--- config.mk ---
export PLATFORM = sky130hd
export DESIGN_NAME = conv_skew_feeder
export DESIGN_NICKNAME = d
export VERILOG_FILES = /design/src/rtl/conv_skew_feeder.sv
export SDC_FILE = /design/constraint.sdc
export NUM_CORES = 1
export LEC_CHECK = 0
export ABC_CLOCK_PERIOD_IN_PS = 77900
export BUFFER_PORTS_ARGS = -buffer_cell sky130_fd_sc_hd__clkbuf_2
export CORE_MARGIN = 4
export CORE_UTILIZATION = 50
export DETAILED_ROUTE_END_ITERATION = 8
export PLACE_DENSITY = 0.76
export SYNTH_ARGS = -nofsm -noshare
export SYNTH_HDL_FRONTEND = slang
export SYNTH_SLANG_ARGS = --single-unit
--- constraint.sdc ---
create_clock -name clk -period 77.9 [get_ports clk]
set_clock_uncertainty 0.1 [all_clocks]
set_input_delay 7.79 -clock clk [delete_from_list [all_inputs] [get_ports clk]]
set_output_delay 7.79 -clock clk [all_outputs]
set_load 0.01 [all_outputs]
--- src/rtl/conv_skew_feeder.sv ---
// Purpose: re-times one PE_SIZE-lane word per cycle into the diagonal (skewed) wavefront of the PE array.
// Latency: lane i appears i+1 cycles after acceptance; done pulses with the last lane of the last word.
// Backpressure: en=0 freezes everything; in_ready drops while a tile drains or while reset is asserted.
module conv_skew_feeder #(
    parameter int PE_SIZE    = 16,
    parameter int DATA_WIDTH = 8
) (
    input  logic                          clk,
    input  logic                          rst_n,
    input  logic                          en,
    input  logic [PE_SIZE*DATA_WIDTH-1:0] in_data,
    input  logic                          in_valid,
    input  logic                          in_last,
    output logic                          in_ready,
    output logic [PE_SIZE*DATA_WIDTH-1:0] out_data,
    output logic [PE_SIZE-1:0]            out_valid,
    output logic                          busy,
    output logic                          done
);

    localparam int CW = $clog2(PE_SIZE) + 1;

    typedef enum logic [1:0] {
        IDLE   = 2'd0,
        STREAM = 2'd1,
        DRAIN  = 2'd2
    } state_t;

    state_t          state_q, state_d;
    logic [CW-1:0]   cnt_q, cnt_d;
    logic            done_q, done_d;
    logic            accept;

    // Ready is held low during reset so nothing looks acceptable while the block clears.
    assign in_ready = rst_n & en & (state_q != DRAIN);
    assign accept   = in_valid & in_ready;
    assign busy     = (state_q != IDLE);
    assign done     = done_q;

    // One shift register per lane, lane i being i+1 stages deep; bubbles carry zero data.
    for (genvar i = 0; i < PE_SIZE; i++) begin : g_lane
        logic [DATA_WIDTH-1:0] dat_q [0:i];
        logic                  vld_q [0:i];

        // Shift the lane forward on every enabled cycle.
        always_ff @(posedge clk) begin
            if (!rst_n) begin
                for (int s = 0; s <= i; s++) begin
                    dat_q[s] <= '0;
                    vld_q[s] <= 1'b0;
                end
            end else if (en) begin
                dat_q[0] <= accept ? in_data[i*DATA_WIDTH +: DATA_WIDTH] : '0;
                vld_q[0] <= accept;
                for (int s = 1; s <= i; s++) begin
                    dat_q[s] <= dat_q[s-1];
                    vld_q[s] <= vld_q[s-1];
                end
            end
        end

        assign out_data[i*DATA_WIDTH +: DATA_WIDTH] = dat_q[i];
        assign out_valid[i]                         = vld_q[i];
    end

    // Tile tracking: the drain counter covers the PE_SIZE-1 cycles the last word needs to reach the top lane.
    always_comb begin
        state_d = state_q;
        cnt_d   = cnt_q;
        done_d  = 1'b0;
        case (state_q)
            IDLE, STREAM: begin
                if (accept) begin
                    if (in_last) begin
                        if (PE_SIZE == 1) begin
                            state_d = IDLE;
                            done_d  = 1'b1;
                        end else begin
                            state_d = DRAIN;
                            cnt_d   = CW'(PE_SIZE - 1);
                        end
                    end else begin
                        state_d = STREAM;
                    end
                end
            end
            DRAIN: begin
                cnt_d = cnt_q - CW'(1);
                if (cnt_q == CW'(1)) begin
                    state_d = IDLE;
                    done_d  = 1'b1;
                end
            end
            default: state_d = IDLE;
        endcase
    end

    // Control registers advance only on enabled cycles, so a stall also holds the done pulse.
    always_ff @(posedge clk) begin
        if (!rst_n) begin
            state_q <= IDLE;
            cnt_q   <= '0;
            done_q  <= 1'b0;
        end else if (en) begin
            state_q <= state_d;
            cnt_q   <= cnt_d;
            done_q  <= done_d;
        end
    end

endmodule

==> impl_metrics.ini, run 1 <==
[sta]
tns_ns = 0
slew_violations = 0
fmax_mhz = 59.1
tightest_slew_ns = 1.49
hold_slack_ns = 0.356
slew_headroom_pct = 0.436
rsz0062_at_grt = no
min_period_over_period_pct = 21.7
period_minus_slack_ns = 16.93
finalHoldViolCount = 0
setup_viol = 0

[critical_path]
critPathLaunchType = input pin
endpoint_kind = output port
max_stage_delay_ns = 0.57
r2r_slack_ns = 75.34
required_ns = 70.01
crit_fanout = 162
critPathKind = input pin to output port
worstPathArrival_ns = 9.04
cp_slowest_cell = buf_8
cp_cell_sequence = buf_8 -> nand2_2 -> nor2_1 -> clkbuf_2

[clocking]
cts_resized = 0
clk_latency_ns = 0.68
cts_tree = yes
cts-htree-levels = 3
cts.reportedPaths.clkPinSlew_ns = 0.06
cts-root-buf = clkbuf_16
clockBufferDepth = 3
cts_setup_buffers = 0
cts_buffers = 115
cts_num_sinks = 1177
ctsHoldBuffers = 0

[logic_synthesis]
ys_types = 33
syn_inst = 2739
synth_top_area_cell = edfxtp_1
synth_edf_count = 1133
ys_seq_elements = 1177
synth_ff_type = edfxtp_1
synth_compound_area_share_pct = 0.384
synth_area_per_cell_um2 = 16.2
synthMuxAreaShare_pct = 0.610
async_flop_share_pct = 0
synth_xor_area_share_pct = 0
yosysSeqAreaShare_pct = 78.7
synth-adder-area-share_pct = 0.0564
synthTopCellsByArea = edfxtp_1, and3_1, and2_1
synth-simple-area-share_pct = 16.6
synth_top_family_by_area = simple AND/OR/NAND/NOR gates
syn_nets = 2874
syn_area_mm2 = 0.0443
netlist.area_leader.share_pct = 76.7
yosysWarnings = 0

[finish]
nNetsFinal = 2975
fin_util_pct = 56.5
areaGrowthSynthToFinish_pct = 11.5
final_cell_mix = edfxtp_1, and3_1, and2_1
seq_area_mm2 = 0.0349
layout_commonest_cell = edfxtp_1
nFillCells = 6508
multi_input_area_mm2 = 0.00780
final_cell_area_mm2 = 0.0494
instances_no_fill = 4088
drive_above_1_share_pct = 15.9

[detailed_routing]
routed_via_density = 5.08
avgRoutedWirePerCell_um = 16.3
first_iter_violations = 1805
drc = 0
first_pass_iters = 6
vias = 20800
drt.antenna.violating_nets = 0
wl_um = 66500

[place]
dp_hpwl_um = 35900
placed_cell_area_mm2 = 0.0458
dp.cells = 3878
portBuffers = 279
gp_congestion = 0.740

[global_routing]
grt_max_degree = 334
antenna_found_initial = 0
first_global_vias = 20800
overflow = 0
grt_use_total_pct = 14.0
grt_first_pass_wirelength_um = 109000

[floorplan]
initial_utilization_pct = 50.7
die_h_um = 306
rows = 108
core-area_mm2 = 0.0874
fp.dieW_um = 306
die-area_mm2 = 0.0935
io_pins = 280

[power]
ir_drop_mv = 0.0189
p_leak_nw = 22.0
power_density_mw_per_mm2 = 26.7

[min_path]
hold_path.class = flop to flop

[run]
drv_cap = 0

[status]
status = completed
[flip-flops by register name (all words and copies together) (netlist names)]
register,cells
g_lane.dat_q,1088
g_lane.vld_q,81
cnt_q,5
state_q,2
done,1
[per-layer routing]
metal	GRT usage, %	vias to the layer above	wire length [um]
met1	19.6	10000	30400
li1	-	10200	-
met4	4.70	0	1390
met5	0	-	0
met3	2.85	96	3310
met2	22.2	412	31300
[layout make-up]
cell class | count | area share [%]
multi-input combinational | 1239 | 15.8
timing repair buffer | 301 | 3.28
inverter | 6 | 0.0608
antenna | 1 | 0.00506
sequential | 1177 | 70.6
tap | 1155 | 2.92
clock inverter | 78 | 1.29
clock buffer | 131 | 6.05
[power by group]
group	internal, W	switching, W	total, W
logic	0.0000172	0.0000339	0.0000511
clock network	0.000295	0.000226	0.000521
registers	0.000735	0.0000102	0.000745
total	0.00105	0.000270	0.00132
[cells by family (layout without fill, tap and decap cells)]
logic type | count (synthesis) | in the layout
other cells | 0 | 1
fa+ha+maj | 2 | 2
flops | 1177 | 1177
mux | 27 | 27
simple gates | 1186 | 1186
compound gates | 24 | 24
buf+inv | 323 | 516
[Yosys cell counts, types with 2 or more instances]
| cell type | count |
|---|---|
| a21o_1 | 6 |
| a21oi_1 | 9 |
| a32oi_1 | 2 |
| and2_1 | 344 |
| and3_1 | 787 |
| buf_2 | 8 |
| buf_4 | 103 |
| buf_6 | 2 |
| clkbuf_1 | 204 |
| dfxtp_1 | 44 |
| edfxtp_1 | 1133 |
| ha_1 | 2 |
| inv_1 | 5 |
| mux2i_1 | 27 |
| nand2_1 | 7 |
| nand2b_1 | 2 |
| nand3_1 | 3 |
| nand3b_1 | 2 |
| nor2_1 | 31 |
| nor3_1 | 2 |
| o2111a_1 | 2 |
| o21a_1 | 2 |
| or3_1 | 2 |
[metrics by stage]
| stage | worst slack, ns | power (W) |
|---|---|---|
| floorplan | 46.21 | 0.000821 |
| global placement | 60.86 | 0.000807 |
| global route | 60.78 | 0.00137 |
| detailed placement | 60.90 | 0.000811 |
| finish | 60.98 | 0.00132 |
| CTS | 60.89 | 0.00133 |
[critical path, delay by kind of cell]
| kind | cells | cell delay [ns] |
|---|---|---|
| buf+inv | 2 | 0.76 |
| simple gates | 2 | 0.44 |
[path summary, 6_finish.rpt]
check                          start                     to  cells after the start
setup / recovery                  en               in_ready                      4
hold / removal    g_lane[3].vld_q[0]     g_lane[3].vld_q[0]                      1
setup reg to reg          state_q[1]  g_lane[4].dat_q[0][7]                      5
hold reg to reg   g_lane[3].vld_q[0]     g_lane[3].vld_q[0]                      1
Power figures use the tool's default switching activity.
==> run 2: changes to the inputs <==
- ABC_CLOCK_PERIOD_IN_PS: 77900 -> 15500
- PLACE_DENSITY: 0.76 -> 0.78
- clock period: 77.9 -> 15.5 ns (I/O delays scaled with it)
==> run 2 against run 1 <==
  * Setup slack worse by 50 ns
  * Clock power rose to 4.9 times the previous value
  * Via count down 0.62%
  * Final area down 0.23%
  * Total power rose to 5.0 times the previous value
  * Combinational power rose to 5.0 times the previous value
  * Die area unchanged
  * First-iteration DRC count down 1.3%
  * Critical path type is now input pin to flop
==> impl_metrics.ini, run 2 (synthesis gave the netlist of run 1 again) <==
[clocking]
cts.reportedPaths.clkPinSlew_ns = 0.06
cts_setup_buffers = 0
cts-htree-levels = 3
cts_num_sinks = 1177
ctsHoldBuffers = 0
clockBufferDepth = 3
cts_buffers = 114
cts_tree = yes
cts_resized = 0
clk_latency_ns = 0.66
cts-root-buf = clkbuf_16

[sta]
fmax_mhz = 201
slew_headroom_pct = 18.0
rsz0062_at_grt = no
tightest_slew_ns = 1.23
min_period_over_period_pct = 32.1
setup_slack_ns = 10.52
period_minus_slack_ns = 4.98
finalHoldViolCount = 0
slew_violations = 0
setup_viol = 0

[floorplan]
die_h_um = 306
core-area_mm2 = 0.0874
rows = 108
initial_utilization_pct = 50.7
die-area_mm2 = 0.0935
io_pins = 280
fp.dieW_um = 306

[place]
placed_cell_area_mm2 = 0.0458
dp_hpwl_um = 34300
gp_congestion = 0.736
portBuffers = 279
pre_cts_ws_ns = 9.87

[finish]
drive_above_1_share_pct = 15.4
nNetsFinal = 2969
top_regs = g_lane.dat_q (1088), g_lane.vld_q (81), cnt_q (5)
largest_reg_flops = 1088
final_cell_mix = edfxtp_1, and3_1, and2_1
areaGrowthSynthToFinish_pct = 11.2
layout_commonest_cell = edfxtp_1
nFillCells = 6512
top_register = g_lane.dat_q
final_cell_area_mm2 = 0.0493

[power]
intPower_w = 0.00523
comb_power_share_pct = 3.9
clock_power_share_pct = 38.9
seqPwrFrac_pct = 57.2
ir_drop_mv = 0.0873
p_leak_nw = 21.9
power_density_mw_per_mm2 = 133
swShare_pct = 20.3
power.switching_w = 0.00133

[global_routing]
first_global_vias = 20000
grt_max_degree = 331
overflow = 0
grt_use_total_pct = 14.0
grt_first_pass_wirelength_um = 107000
antenna_found_initial = 8

[critical_path]
critPathLaunchType = input pin
cp_slowest_cell = clkinvlp_4
required_ns = 15.61
crit_family = buffers and inverters
max_stage_delay_ns = 0.83
cp_cell_sequence = buf_8 -> clkinv_8 -> nor2_4 -> clkinvlp_4 -> buf_12 -> buf_12
critPathKind = input pin to flop
crit_fanout = 197
crit_top_cell = buf_12
cp_num_buf_inv = 5
worstPathArrival_ns = 5.09
endpoint_kind = flop

[status]
status = completed

[detailed_routing]
wl_um = 66800
drc = 0
routed_via_density = 5.05
vias = 20600
drt.antenna.violating_nets = 0
first_iter_violations = 1782
avgRoutedWirePerCell_um = 16.3
first_pass_iters = 5

[run]
drv_cap = 0

[min_path]
hold_path.class = flop to flop
==> run 2: changes by cell type in the layout (fill, tap and decap cells not counted), moves of 2 or more <==
cell and delta:
clkinvlp_4 -3, clkbuf_1 +12, clkinv_1 +2, buf_4 -9, buf_12 +4, clkbuf_8 -3, bufinv_16 -2, diode_2 +3
clkinv_16 -3, inv_4 -2
==> run 2: power by group through the flow <==
| stage | clock network, W | registers (W) | logic [W] |
|---|---|---|---|
| final | 0.00255 | 0.00375 | 0.000257 |
| after detailed placement | 0 | 0.00382 | 0.000262 |
| after CTS | 0.00263 | 0.00375 | 0.000263 |
| after global routing | 0.00277 | 0.00376 | 0.000289 |
| after floorplan | 0 | 0.00389 | 0.000195 |
| after global placement | 0 | 0.00381 | 0.000257 |
==> run 2: metal layers <==
layer	wire length, um	global-route usage, %
met1	30700	20.3
met3	4390	3.45
met4	1770	5.12
met5	26	0
met2	29900	20.9
==> run 2: path summary, 6_finish.rpt <==
kind	start	cells after the start	slack, ns	end
max	rst_n	6	10.52	g_lane[6].dat_q[6][4]
min	g_lane[9].vld_q[0]	1	0.36	g_lane[9].vld_q[0]
max reg2reg	state_q[1]	5	12.98	g_lane[14].dat_q[0][1]
min reg2reg	g_lane[9].vld_q[0]	1	0.36	g_lane[9].vld_q[0]
==> run 2: through the flow <==
stage                     hold slack (ns)  cells  util (%)  total power [W]  setup TNS [ns]
after detailed placement            0.352   3873      52.4          0.00408               0
after global placement              0.342   3873      52.4          0.00406               0
after floorplan                     0.326   2739         -          0.00408        -4602.96
after global routing                0.388   4085      56.4          0.00683               0
after CTS                           0.367   4084      56.4          0.00664               0
final                               0.362   4088      56.4          0.00656               0
==> run 2: layout make-up <==
class,count,area [um2],area share [%]
Multi-Input combinational cell,1239,7810,15.8
Sequential cell,1177,34900,70.8
Timing Repair Buffer,296,1630,3.31
Inverter,6,38.8,0.0787
Clock buffer,141,3020,6.12
Tap cell,1155,1450,2.93
Antenna cell,4,10.0,0.0203
Clock inverter,70,457,0.926
